===== src/rtl/dot_product_pkg.sv =====
// Shared definitions for the dot-product feeder and its operand buffer.
package dot_product_pkg;

    localparam int ACC_N_ELEM  = 8;
    localparam int ACC_DATA_W  = 32;
    localparam int RESULT_W    = 64;
    localparam int FRAME_WORDS = 2 * ACC_N_ELEM;

    typedef enum logic [1:0] {
        C_IDLE,
        C_START,
        C_WAIT,
        C_HOLD
    } ctrl_state_t;

endpackage


===== src/rtl/dot_product_operand_buffer.sv =====
// Assembles a frame of operand words into the A/B register bank and tracks framing errors.
module dot_product_operand_buffer
    import dot_product_pkg::*;
#(
    parameter int DATA_W = ACC_DATA_W,
    parameter int N_ELEM = ACC_N_ELEM
) (
    input  logic                     clk,
    input  logic                     rst,
    input  logic                     in_valid,
    input  logic [DATA_W-1:0]        in_data,
    input  logic                     in_last,
    input  logic                     consume,
    output logic                     in_ready,
    output logic                     full,
    output logic [N_ELEM*DATA_W-1:0] op_a,
    output logic [N_ELEM*DATA_W-1:0] op_b,
    output logic                     frame_err
);

    localparam int WORDS    = 2 * N_ELEM;
    localparam int CNT_W    = $clog2(WORDS);
    localparam int LAST_IDX = WORDS - 1;

    logic [CNT_W-1:0]  word_cnt_reg;
    logic              full_reg;
    logic              frame_err_reg;
    logic [DATA_W-1:0] a_reg [N_ELEM];
    logic [DATA_W-1:0] b_reg [N_ELEM];
    logic              accept;
    logic              at_last;

    assign accept  = in_valid && !full_reg;
    assign at_last = (word_cnt_reg == CNT_W'(LAST_IDX));

    always_ff @(posedge clk) begin
        if (rst) begin
            word_cnt_reg  <= '0;
            full_reg      <= 1'b0;
            frame_err_reg <= 1'b0;
        end else if (consume) begin
            word_cnt_reg <= '0;
            full_reg     <= 1'b0;
        end else if (accept) begin
            if (at_last) begin
                // Counter parks on the final index until the frame is consumed.
                full_reg <= 1'b1;
                if (!in_last) begin
                    frame_err_reg <= 1'b1;
                end
            end else if (in_last) begin
                word_cnt_reg  <= '0;
                frame_err_reg <= 1'b1;
            end else begin
                word_cnt_reg <= word_cnt_reg + 1'b1;
            end
        end
    end

    for (genvar gi = 0; gi < N_ELEM; gi++) begin : g_bank
        always_ff @(posedge clk) begin
            if (rst) begin
                a_reg[gi] <= '0;
                b_reg[gi] <= '0;
            end else if (accept) begin
                if (word_cnt_reg == CNT_W'(gi)) begin
                    a_reg[gi] <= in_data;
                end
                if (word_cnt_reg == CNT_W'(gi + N_ELEM)) begin
                    b_reg[gi] <= in_data;
                end
            end
        end
        assign op_a[gi*DATA_W +: DATA_W] = a_reg[gi];
        assign op_b[gi*DATA_W +: DATA_W] = b_reg[gi];
    end

    assign in_ready  = !full_reg;
    assign full      = full_reg;
    assign frame_err = frame_err_reg;

endmodule


===== src/rtl/dot_product_feeder.sv =====
// Streams operand frames into the dot-product accelerator and returns its results.
module dot_product_feeder
    import dot_product_pkg::*;
#(
    parameter int DATA_W         = ACC_DATA_W,
    parameter int N_ELEM         = ACC_N_ELEM,
    parameter int TIMEOUT_CYCLES = 64
) (
    input  logic                     clk,
    input  logic                     rst,
    input  logic                     in_valid,
    output logic                     in_ready,
    input  logic [DATA_W-1:0]        in_data,
    input  logic                     in_last,
    output logic                     acc_start,
    input  logic                     acc_done,
    input  logic [RESULT_W-1:0]      acc_result,
    output logic [N_ELEM*DATA_W-1:0] op_a,
    output logic [N_ELEM*DATA_W-1:0] op_b,
    output logic                     res_valid,
    input  logic                     res_ready,
    output logic [RESULT_W-1:0]      res_data,
    output logic                     busy,
    output logic                     frame_err,
    output logic                     timeout_err
);

    localparam int TO_W = $clog2(TIMEOUT_CYCLES + 1);

    ctrl_state_t         state_reg, state_next;
    logic [TO_W-1:0]     to_cnt_reg, to_cnt_next;
    logic                res_valid_reg, res_valid_next;
    logic [RESULT_W-1:0] res_data_reg, res_data_next;
    logic                timeout_err_reg, timeout_err_next;
    logic                full;
    logic                consume;

    dot_product_operand_buffer #(
        .DATA_W (DATA_W),
        .N_ELEM (N_ELEM)
    ) u_buffer (
        .clk       (clk),
        .rst       (rst),
        .in_valid  (in_valid),
        .in_data   (in_data),
        .in_last   (in_last),
        .consume   (consume),
        .in_ready  (in_ready),
        .full      (full),
        .op_a      (op_a),
        .op_b      (op_b),
        .frame_err (frame_err)
    );

    always_ff @(posedge clk) begin
        if (rst) begin
            state_reg       <= C_IDLE;
            to_cnt_reg      <= '0;
            res_valid_reg   <= 1'b0;
            res_data_reg    <= '0;
            timeout_err_reg <= 1'b0;
        end else begin
            state_reg       <= state_next;
            to_cnt_reg      <= to_cnt_next;
            res_valid_reg   <= res_valid_next;
            res_data_reg    <= res_data_next;
            timeout_err_reg <= timeout_err_next;
        end
    end

    always_comb begin
        state_next       = state_reg;
        to_cnt_next      = to_cnt_reg;
        res_valid_next   = res_valid_reg;
        res_data_next    = res_data_reg;
        timeout_err_next = timeout_err_reg;
        acc_start        = 1'b0;
        consume          = 1'b0;
        case (state_reg)
            C_IDLE: begin
                if (full) begin
                    state_next = C_START;
                end
            end
            C_START: begin
                // Accelerator samples op_a/op_b at this edge, so the buffer can refill.
                acc_start   = 1'b1;
                consume     = 1'b1;
                to_cnt_next = '0;
                state_next  = C_WAIT;
            end
            C_WAIT: begin
                if (acc_done) begin
                    res_data_next  = acc_result;
                    res_valid_next = 1'b1;
                    state_next     = C_HOLD;
                end else if (to_cnt_reg == TO_W'(TIMEOUT_CYCLES - 1)) begin
                    timeout_err_next = 1'b1;
                    state_next       = C_IDLE;
                end else begin
                    to_cnt_next = to_cnt_reg + 1'b1;
                end
            end
            C_HOLD: begin
                if (res_ready) begin
                    res_valid_next = 1'b0;
                    state_next     = full ? C_START : C_IDLE;
                end
            end
            default: begin
                state_next = C_IDLE;
            end
        endcase
    end

    assign res_valid   = res_valid_reg;
    assign res_data    = res_data_reg;
    assign timeout_err = timeout_err_reg;
    assign busy        = (state_reg != C_IDLE);

endmodule


===== config.mk =====
export PLATFORM = sky130hd
export DESIGN_NAME = dot_product_feeder
export DESIGN_NICKNAME = d
export VERILOG_FILES = /design/src/rtl/dot_product_pkg.sv /design/src/rtl/dot_product_operand_buffer.sv /design/src/rtl/dot_product_feeder.sv
export SDC_FILE = /design/constraint.sdc
export NUM_CORES = 1
export LEC_CHECK = 0
export ABC_AREA = 1
export BUFFER_PORTS_ARGS = -buffer_cell sky130_fd_sc_hd__clkbuf_2
export CAP_MARGIN = 15
export CORE_ASPECT_RATIO = 0.8
export CORE_MARGIN = 2
export CORE_UTILIZATION = 30
export CTS_CLUSTER_DIAMETER = 50
export CTS_CLUSTER_SIZE = 16
export DETAILED_ROUTE_END_ITERATION = 8
export HOLD_SLACK_MARGIN = 0.03
export PLACE_DENSITY = 0.51
export SLEW_MARGIN = 25
export SYNTH_ARGS = -nofsm -noshare
export SYNTH_HDL_FRONTEND = slang
export SYNTH_SLANG_ARGS = --single-unit

===== constraint.sdc =====
create_clock -name clk -period 3.59 [get_ports clk]
set_clock_uncertainty 0.2 [all_clocks]
set_input_delay 0.1795 -clock clk [delete_from_list [all_inputs] [get_ports clk]]
set_output_delay 0.1795 -clock clk [all_outputs]
set_load 0.05 [all_outputs]

==> results.md <==
- Post-Syn Area: around 21000 sq um
- Die area: slightly above 70000 sq um
- Final antenna-violating net count: 0
- Setup TNS: 0 ps
- Share of layout cells above drive strength 1: 34.75%
- DR vias/cell: between 4 and 5
- Critical R2R Capture: res_data[48]
- Share of the yosys chip area belonging to registers: about four fifths
- Final setup viols: 0
- CTS sink cnt: roughly 600
- Total number of vias: 15530
- R2R Path Start: state_reg[0]
- HPWL after DPL: 50620 um
- Worst setup SP type: flop
- Crit Path Max Fanout: between 60 and 70
- Compound-cell area share of the yosys netlist: roughly 2.3%
- Io pins: ~680
- Worst Setup SP: state_reg[0]
- Min-delay worst type: input port to flop
- # diodes: 0
- # port buffers: roughly 680
- Chip Width: about 300 um
- WL/cell: 22.51 um
- CP Class: flop to flop
- Area delta synth->final: 36.56%
- Worst slew margin: 25.93%
- Critical Path AT: around 3300 ps
- Post-synthesis mux area share: 0%
- WL met3: ~6100 um
- #FFs+latches synth: approximately 590
- Final nets: roughly 2500
- Commonest non-fill, non-tap cell in the layout: clkbuf_2
- Cell Area, Placed: about 26000 sq um
- Area share of fa/ha/maj cells after synthesis: less than 1%
- Xor/xnor cell area share of the yosys netlist: less than 1%
- CTS Root Cell: clkbuf_16
- Register Area: 17000 sq um
- Slew Limit Fails: 0
- Post-Syn Area per Cell: approximately 13 sq um
- Endpoints failing hold: 0
- Main combinational cell family by area after synthesis: simple AND/OR/NAND/NOR gates
- Synth cell types: 22
- Worst-Margin Slew: 1110 ps
- Clock-pin slew on the worst setup and hold paths: 70 ps
- Final cycle utilization of the critical path: around 83%
- Post-synthesis simple-gate area fraction: 13.61%
- Met1 WL: approximately 29000 um
- CTS tree: built
- Initial antenna violation count: 1
- First drt pass iteration count: 5
- Die Y: 241.3 um
- Core footprint: 69300 sq um
- Syn nets: about 1700
- Post-layout min period: between 2000 and 3000 ps
- RSZ-0062 raised after global routing: false
- Fmax: around 340 MHz
- Total chip power: around 16 mW
- Worst reg2reg setup slack: between 600 and 700 ps
- First-pass GRT wire length: around 100000 um
- Routed wl met2: between 30000 and 40000 um
- CP endpoint: res_data[48]
- Synth Warn #: 0
- # rows: 86
- Synth Instances: roughly 1600
- Commonest non-fill, non-tap cells in the layout: clkbuf_2 (683), nor2_1 (529), edfxtp_1 (512), dlygate4sd3_1 (115), nand2_1 (102)
- DRC errors left: 0
- GRT overflow: 0
- Peak supply drop: roughly 320 uV
- P_leak: around 12 nW
- Largest net degree at the start of global routing: 72
- Multi-input gate area: about 3700 sq um
- Tot GR Track Use: around a fifth
- Highest Signal Layer: met4
- Hold path depth: 3
- Power per cell area: 558.9 nW/um^2
- Cts hold-fix bufs: about 120
- Vias in the first global route: about 15000
- Initial Util: between 30% and 40%
- Crit end category: flop
- Layout Utilization: 41.60%
- Status: completed
- Max Root-Sink Buffers: 3
- Worst reg-to-reg path cell count: 8
- CTS Buf Count: slightly below 60
- Design area: 28830 sq um
- H-tree depth: 2
- Clock Latency Late Sink: 610 ps
- GPL Wtd Cong: approximately 0.80
- Final WL: 75330 um
- Postcts setup bufs: 0
- # resized after CTS: 0
- Max-cap viol count: 0
- Fillcell total: around 6600
- CP required: 3940 ps
- Initial DRC Count: about 1100
## through the flow
step	instances	hold WS, ps	worst slack (ps)
detailed placement	3127	238.6	928.9
global placement	3127	234.2	1056
global route	3347	98.92	415.3
finish	3347	104.9	612.8
floorplan	1602	144.2	-104.3
CTS	3347	86.03	680.5
## where the power goes
part / internal [mW] / total [mW] / switching [mW]
clock: 3.38 / 6.26 / 2.87
combinational: 0.363 / 2.02 / 1.65
sequential: 7.74 / 7.84 / 0.103
total: 11.5 / 16.1 / 4.63
## logic make-up (layout without fill, tap and decap cells)
group / after synthesis / after routing
buffers and inverters: 175 / 996
xor gates and xnor gates: 1 / 1
DFF: 593 / 593
AOI/OAI and AO/OA: 98 / 98
and+or+nand+nor: 730 / 730
adders and majority gates: 5 / 5
## routing by layer
layer  vias up  global-route usage [%]
met5         -                       0
met4         0                   5.548
met3       113                   4.663
met2       687                   35.23
met1      7738                   24.24
li1       6990                       -
## synth_stat cells
master,n,area [sq um]
a21oi_1,75,375.4
a31oi_1,2,12.51
buf_1,2,7.510
buf_2,13,65.06
clkbuf_1,97,364.1
dfxtp_1,81,1622
edfxtp_1,512,15370
ha_1,5,62.56
inv_1,59,221.5
inv_2,4,15.01
nand2_1,104,390.4
nand2_2,1,6.260
nand3_1,88,440.4
nand4_1,4,25.02
nor2_1,529,1986
nor2_2,1,6.260
nor3_1,1,5.000
nor3b_1,2,15.01
o21ai_0,19,95.09
o21ai_1,1,5.000
o31ai_1,1,7.510
xor2_1,1,8.760
## worst max-delay path, stage by stage (launching register included)
cell and delay (ps):
dfxtp_1 310, inv_1 120, nand2_1 160, inv_2 100, buf_4 530, nand3_1 140
dlygate4sd3_1 620, a21oi_1 140, dlygate4sd3_1 570
## worst min-delay path by stage
| stage | from | to | slack, ps |
|---|---|---|---|
| finish | in_data[27] | u_buffer.a_reg[1][27] | 100 |
| global route | in_data[13] | u_buffer.a_reg[2][45] | 100 |
| CTS | in_data[13] | u_buffer.a_reg[3][45] | 90 |
| detailed placement | to_cnt_reg[6] | to_cnt_reg[6] | 240 |
| global placement | to_cnt_reg[6] | to_cnt_reg[6] | 230 |
| floorplan | acc_result[53] | res_data[53] | 140 |
## layout make-up
type / instances / area share, %
clock buffer: 65 / 5.161
sequential: 593 / 58.96
multi-input combinational: 834 / 12.71
timing repair buffer: 828 / 16.72
tap: 924 / 4.010
clock inverter: 40 / 1.619
inverter: 63 / 0.8203
Power figures use the tool's default switching activity.
